**src/rtl/hilo_acc_reg_pkg.sv**
```systemverilog
// Shared definitions for the HI/LO special-register unit: op encodings,
// accumulate FSM states and the default datapath width.
package hilo_acc_reg_pkg;

  localparam int DATA_W_DEF = 32;

  localparam logic [2:0] HILO_OP_NOP     = 3'd0;
  localparam logic [2:0] HILO_OP_WR_BOTH = 3'd1;
  localparam logic [2:0] HILO_OP_WR_HI   = 3'd2;
  localparam logic [2:0] HILO_OP_WR_LO   = 3'd3;
  localparam logic [2:0] HILO_OP_MADD    = 3'd4;
  localparam logic [2:0] HILO_OP_MSUB    = 3'd5;

  typedef enum logic {
    ST_IDLE   = 1'b0,
    ST_ACC_HI = 1'b1
  } hilo_state_e;

endpackage

```
**src/rtl/hilo_acc_reg_if.sv**
```systemverilog
// Request/response bundle between the multiplier side and the HI/LO unit.
interface hilo_acc_reg_if
  import hilo_acc_reg_pkg::*;
#(
  parameter int DATA_W = DATA_W_DEF
);
  logic              valid;
  logic              ready;
  logic [2:0]        op;
  logic [DATA_W-1:0] hi_i;
  logic [DATA_W-1:0] lo_i;
  logic [DATA_W-1:0] hi_o;
  logic [DATA_W-1:0] lo_o;
  logic              busy;

  modport master (
    output valid, op, hi_i, lo_i,
    input  ready, hi_o, lo_o, busy
  );

  modport slave (
    input  valid, op, hi_i, lo_i,
    output ready, hi_o, lo_o, busy
  );
endinterface

```
**src/rtl/hilo_addsub.sv**
```systemverilog
// Combinational DATA_W-bit add/subtract with carry (add) or borrow (sub)
// in and out; shared by the LO and HI accumulate steps.
module hilo_addsub
  import hilo_acc_reg_pkg::*;
#(
  parameter int DATA_W = DATA_W_DEF
) (
  input  logic [DATA_W-1:0] a,
  input  logic [DATA_W-1:0] b,
  input  logic              sub,
  input  logic              cin,
  output logic [DATA_W-1:0] y,
  output logic              cout
);

  logic [DATA_W:0] sum;

  // In subtract mode the top bit of the widened difference is the borrow-out.
  always_comb begin
    if (sub) sum = {1'b0, a} - {1'b0, b} - {{DATA_W{1'b0}}, cin};
    else     sum = {1'b0, a} + {1'b0, b} + {{DATA_W{1'b0}}, cin};
  end

  assign y    = sum[DATA_W-1:0];
  assign cout = sum[DATA_W];

endmodule

```
**src/rtl/hilo_acc_reg.sv**
```systemverilog
// HI/LO special registers with partial writes and MADD/MSUB accumulate.
// State updates on the falling clock edge so writes are readable mid-cycle.
module hilo_acc_reg
  import hilo_acc_reg_pkg::*;
#(
  parameter int DATA_W    = DATA_W_DEF,
  parameter int ACC_SPLIT = 1
) (
  input  logic           clk,
  input  logic           rst,
  hilo_acc_reg_if.slave  bus
);

  hilo_state_e       state_q, state_d;
  logic [DATA_W-1:0] hi_q, hi_d;
  logic [DATA_W-1:0] lo_q, lo_d;
  logic [DATA_W-1:0] hi_lat_q, hi_lat_d;
  logic              carry_q, carry_d;
  logic              sub_q, sub_d;

  logic              op_sub;
  logic [DATA_W-1:0] lo_y, hi_y, hi_b;
  logic              lo_cout, hi_cout, hi_cin, hi_sub;

  assign op_sub = (bus.op == HILO_OP_MSUB);

  // Split mode feeds the HI step from the latched operand and saved carry;
  // otherwise the two halves chain into one full-width add in a single edge.
  assign hi_b   = (ACC_SPLIT != 0) ? hi_lat_q : bus.hi_i;
  assign hi_cin = (ACC_SPLIT != 0) ? carry_q  : lo_cout;
  assign hi_sub = (ACC_SPLIT != 0) ? sub_q    : op_sub;

  hilo_addsub #(.DATA_W(DATA_W)) u_lo_addsub (
    .a    (lo_q),
    .b    (bus.lo_i),
    .sub  (op_sub),
    .cin  (1'b0),
    .y    (lo_y),
    .cout (lo_cout)
  );

  hilo_addsub #(.DATA_W(DATA_W)) u_hi_addsub (
    .a    (hi_q),
    .b    (hi_b),
    .sub  (hi_sub),
    .cin  (hi_cin),
    .y    (hi_y),
    .cout (hi_cout)
  );

  always_comb begin
    state_d  = state_q;
    hi_d     = hi_q;
    lo_d     = lo_q;
    hi_lat_d = hi_lat_q;
    carry_d  = carry_q;
    sub_d    = sub_q;
    case (state_q)
      ST_IDLE: begin
        if (bus.valid) begin
          case (bus.op)
            HILO_OP_WR_BOTH: begin
              hi_d = bus.hi_i;
              lo_d = bus.lo_i;
            end
            HILO_OP_WR_HI: hi_d = bus.hi_i;
            HILO_OP_WR_LO: lo_d = bus.lo_i;
            HILO_OP_MADD, HILO_OP_MSUB: begin
              lo_d = lo_y;
              if (ACC_SPLIT != 0) begin
                carry_d  = lo_cout;
                hi_lat_d = bus.hi_i;
                sub_d    = op_sub;
                state_d  = ST_ACC_HI;
              end else begin
                hi_d = hi_y;
              end
            end
            default: ;
          endcase
        end
      end
      ST_ACC_HI: begin
        hi_d    = hi_y;
        state_d = ST_IDLE;
      end
      default: state_d = ST_IDLE;
    endcase
  end

  always_ff @(negedge clk) begin
    if (rst) begin
      state_q <= ST_IDLE;
      hi_q    <= '0;
      lo_q    <= '0;
    end else begin
      state_q <= state_d;
      hi_q    <= hi_d;
      lo_q    <= lo_d;
    end
  end

  // Operand latches only matter in ACC_HI, which reset always leaves.
  always_ff @(negedge clk) begin
    hi_lat_q <= hi_lat_d;
    carry_q  <= carry_d;
    sub_q    <= sub_d;
  end

  assign bus.ready = (state_q == ST_IDLE);
  assign bus.busy  = (state_q == ST_ACC_HI);
  assign bus.hi_o  = hi_q;
  assign bus.lo_o  = lo_q;

  logic unused_hi_cout;
  assign unused_hi_cout = hi_cout;

endmodule

```
**src/flat_wrapper.sv**
```systemverilog
// flat-port wrapper written by rule: the top's interface ports become plain ports
module hilo_acc_reg_flat import hilo_acc_reg_pkg::*;
#(
  parameter int DATA_W    = DATA_W_DEF,
  parameter int ACC_SPLIT = 1
)
  (clk, rst, bus_valid, bus_op, bus_hi_i, bus_lo_i, bus_ready, bus_hi_o, bus_lo_o, bus_busy);
  hilo_acc_reg_if #(.DATA_W(DATA_W)) bus_i ();
  input  logic clk;
  input  logic rst;
  input wire logic [$bits(bus_i.valid)-1:0] bus_valid;
  input wire logic [$bits(bus_i.op)-1:0] bus_op;
  input wire logic [$bits(bus_i.hi_i)-1:0] bus_hi_i;
  input wire logic [$bits(bus_i.lo_i)-1:0] bus_lo_i;
  output wire logic [$bits(bus_i.ready)-1:0] bus_ready;
  output wire logic [$bits(bus_i.hi_o)-1:0] bus_hi_o;
  output wire logic [$bits(bus_i.lo_o)-1:0] bus_lo_o;
  output wire logic [$bits(bus_i.busy)-1:0] bus_busy;
  assign bus_i.valid = bus_valid;
  assign bus_i.op = bus_op;
  assign bus_i.hi_i = bus_hi_i;
  assign bus_i.lo_i = bus_lo_i;
  assign bus_ready = bus_i.ready;
  assign bus_hi_o = bus_i.hi_o;
  assign bus_lo_o = bus_i.lo_o;
  assign bus_busy = bus_i.busy;
  hilo_acc_reg #(.DATA_W(DATA_W), .ACC_SPLIT(ACC_SPLIT)) u_core (.clk(clk), .rst(rst), .bus(bus_i));
endmodule
```
**config.mk**
```make
export PLATFORM = sky130hd
export DESIGN_NAME = hilo_acc_reg_flat
export DESIGN_NICKNAME = d
export VERILOG_FILES = /design/src/rtl/hilo_acc_reg_pkg.sv /design/src/rtl/hilo_acc_reg_if.sv /design/src/rtl/hilo_addsub.sv /design/src/rtl/hilo_acc_reg.sv /design/src/flat_wrapper.sv
export SDC_FILE = /design/constraint.sdc
export NUM_CORES = 1
export LEC_CHECK = 0
export CAP_MARGIN = 30
export CORE_MARGIN = 2
export CORE_UTILIZATION = 45
export DETAILED_ROUTE_END_ITERATION = 16
export PLACE_DENSITY = 0.73
export SLEW_MARGIN = 30
export SYNTH_ARGS = -nofsm -noshare
export SYNTH_HDL_FRONTEND = slang
export SYNTH_SLANG_ARGS = --single-unit
```
**constraint.sdc**
```tcl
create_clock -name clk -period 4.35 [get_ports clk]
set_input_delay 0.87 -clock clk [delete_from_list [all_inputs] [get_ports clk]]
set_output_delay 0.87 -clock clk [all_outputs]
set_load 0.02 [all_outputs]
```
==> results.py <==
metrics = {
    "synth": {
        "synth_cell_type_count": 72,
        "postSynth.asyncResetShare_pct": 0,
        "yosys_register_bits": 99,
        "synth_ff_type": "dfxtp_1",
        "syn_inst": 1310,
        "synth_nets": 1508,
        "ys_warn_count": 0,
        "synth_area_sq_mm": 0.0103,
        "synth_edf_count": 34,
        "ys_seq_area_share_pct": 22.5,
        "syn_area_per_cell_sq_um": 7.86,
    },
    "worst_setup_path": {
        "worstSetupPathType": "primary input to flop",
        "r2r_setup_slack_ns": 0.78,
        "r2r_cells": 12,
        "cp.arrival_ns": 4.51,
        "worstReg2RegEnd": "u_core.bus.hi_o[28]",
        "end_kind": "flop",
        "crit_fanout": 3,
        "start_kind": "primary input",
        "reg2reg_from": "u_core.carry_q",
        "cp.required_ns": 2.48,
    },
    "die": {
        "die_w_microns": 155,
        "core_area_sq_mm": 0.0226,
        "fp.dieH_microns": 155,
        "num_rows": 55,
        "io_pins": 136,
        "dieArea_sq_mm": 0.0241,
        "initial_utilization_pct": 45.6,
    },
    "detailed_routing": {
        "met1_length_mm": 14.9,
        "post_drt_wl_per_cell_microns": 17.7,
        "drc": 0,
        "vias": 11600,
        "routed_via_density": 5.82,
        "wl_met2_mm": 16.9,
        "wl_met3_mm": 2.71,
        "routed_wl_mm": 35.1,
        "ant_nets": 0,
        "drt_iter0_drc": 848,
        "maxUsedRoutingLayer": "met4",
        "drtPass1Iterations": 6,
    },
    "finish": {
        "final_cell_count_no_fill": 1988,
        "fill_cells": 1923,
        "final_common_cell": "inv_1",
        "fin_area_sq_mm": 0.0148,
        "fin_util_pct": 65.6,
        "nets": 1894,
        "syn2layout_area_growth_pct": 43.7,
        "mostFrequentLayoutCells": "214 x inv_1, 168 x buf_4, 130 x a21oi_1, 119 x ha_1",
        "drive_gt1_share_pct": 20.7,
    },
    "sta": {
        "hold_viol": 0,
        "fin_tns_setup_ns": -41.47,
        "setup_viol": 31,
        "setup_ws_ns": -2.03,
        "slew_violations": 0,
        "slew_headroom_pct": 55.3,
        "whs_ns": 0.497,
        "rsz0062_at_grt": "true",
        "tightestPinTransition_ns": 0.670,
        "clock_skew_ns": 0.0295,
    },
    "pwr": {
        "p_switching_mw": 1.67,
        "internal_power_mw": 2.42,
        "swShare_pct": 40.8,
        "combPwrFrac_pct": 41.5,
        "powerDensity_mw_per_mm2": 277,
        "vdd_ir_drop_max_mv": 0.156,
        "pwr-share-clk_pct": 32.4,
        "power.total_mw": 4.09,
        "p_seq_share_pct": 26.1,
        "p_leak_nw": 7.03,
    },
    "placed_design": {
        "dp_slack_ns": -2.80,
        "dpl-instance-area_sq_mm": 0.0133,
        "numPortBuffers": 135,
        "dp_cells": 1840,
        "place.gp.congestion": 0.950,
        "dp_hpwl_mm": 24.7,
    },
    "cts": {
        "cts.clk_slew.worst_paths_ns": 0.04,
        "numCtsBuffers": 9,
        "htreeDepth": 3,
        "clk_path_buf_depth": 2,
        "cts_tree": "done",
        "cts.sinks": 99,
        "clk_latency_ns": 0.44,
        "cts_hold_buf": 0,
        "clockRootBuffer": "clkbuf_16",
    },
    "hold_path": {
        "hold_path.class": "flop to flop",
        "whs_endpoint": "u_core.bus.lo_o[4]",
        "worst_hold_path.num_cells": 2,
        "min-delay-start": "u_core.bus.lo_o[4]",
    },
    "status": {
        "status": "finished with violations",
        "violations": "negative setup slack",
    },
    "grt": {
        "grt_max_degree": 36,
        "antenna_found_initial": 2,
        "track_usage_pct": 27.6,
        "grt_pass1_wl_mm": 54.3,
        "overflow": 0,
        "grt_pass1_vias": 11200,
    },
    "run": {
        "cap_violations": 0,
    },
}
## cell usage after synthesis (17+ instances only)
library cell	instances	area (sq um)
mux2i_1	27	270
a21o_1	32	240
a211oi_1	46	345
edfxtp_1	34	1020
o21ai_0	55	275
xnor2_1	61	534
a31oi_1	20	125
nor4_1	17	106
inv_1	121	454
nand2_1	101	379
a221oi_1	17	149
nor2_1	103	387
a21oi_1	152	761
nand3_1	20	100
nor3_1	24	120
clkbuf_1	47	176
dfxtp_1	65	1300
o21bai_1	17	128
ha_1	123	1540
xor2_1	39	342
## layout make-up
type | count | area [sq um] | share of cell area [%]
repair buffers | 329 | 2880 | 19.5
clock buffers | 9 | 225 | 1.52
flip-flops and latches | 99 | 2320 | 15.7
multi-input cells | 1038 | 8090 | 54.6
well taps | 285 | 357 | 2.41
diodes | 2 | 5.00 | 0.0338
clock inverters | 106 | 470 | 3.18
inverters | 120 | 455 | 3.08
## cell families after synthesis
family                     after synthesis  synth area share (%)
and+or+nand+nor                        346                  16.0
DFF                                     99                  22.5
muxes                                   27                  2.62
adders and majority gates              128                  15.9
AOI/OAI and AO/OA                      437                  28.1
xor gates and xnor gates               100                  8.50
buffers and inverters                  173                  6.30
## worst max-delay path: stages
cell and delay [ns]:
buf_6 0.09, nor4_2 0.26, inv_1 0.10, or3_4 0.43, o21ai_0 0.31, xor2_1 0.19, ha_1 0.19, buf_4 0.13
a21o_1 0.12, a21oi_1 0.07, o21bai_1 0.25, a31oi_2 0.19, a32oi_2 0.28, o21ai_4 0.12, o41ai_2 0.46, nor4bb_2 0.36
nor3_1 0.07
## how the worst max path moves through the flow
| stage | endpoint | depth (start not counted) | from | slack [ns] |
|---|---|---|---|---|
| after floorplan | u_core.bus.lo_o[31] | 16 | bus_lo_i[6] | -2.25 |
| after global placement | u_core.bus.lo_o[31] | 17 | bus_lo_i[6] | -2.71 |
| after detailed placement | u_core.bus.lo_o[31] | 17 | bus_lo_i[6] | -2.80 |
| after CTS | u_core.bus.lo_o[31] | 17 | bus_lo_i[5] | -1.88 |
| after global routing | u_core.bus.lo_o[31] | 17 | bus_lo_i[2] | -2.18 |
| final | u_core.bus.lo_o[31] | 17 | bus_lo_i[2] | -2.03 |
## power groups by stage
stage / Combinational [mW] / Sequential (mW) / Clock [mW]
2_1_floorplan: 0.917 / 1.12 / 0.138
3_3_place_gp: 1.49 / 1.08 / 0.138
3_5_place_dp: 1.51 / 1.08 / 0.138
4_1_cts: 1.57 / 1.07 / 1.37
5_1_grt: 1.84 / 1.07 / 1.47
6_report: 1.70 / 1.07 / 1.32
## per-layer routing
metal / GRT usage [%] / vias to the layer above
met2: 47.2 / 481
met3: 6.04 / 61
met5: 0 / -
met1: 34.2 / 5471
met4: 10.1 / 0
li1: - / 5552
## registers in the layout, indices dropped and copies added (netlist names)
signal and flops:
u_core.bus.busy 1, u_core.bus.hi_o 32, u_core.bus.lo_o 32, u_core.carry_q 1, u_core.hi_b 32, u_core.hi_sub 1
## what timing repair did
item	in CTS	in global routing
setup endpoints to repair	164	36
resized for setup	197	75
pin swaps	56	57
cloned	0	1
setup buffers	20	17
(Power assumes the default switching activity.)
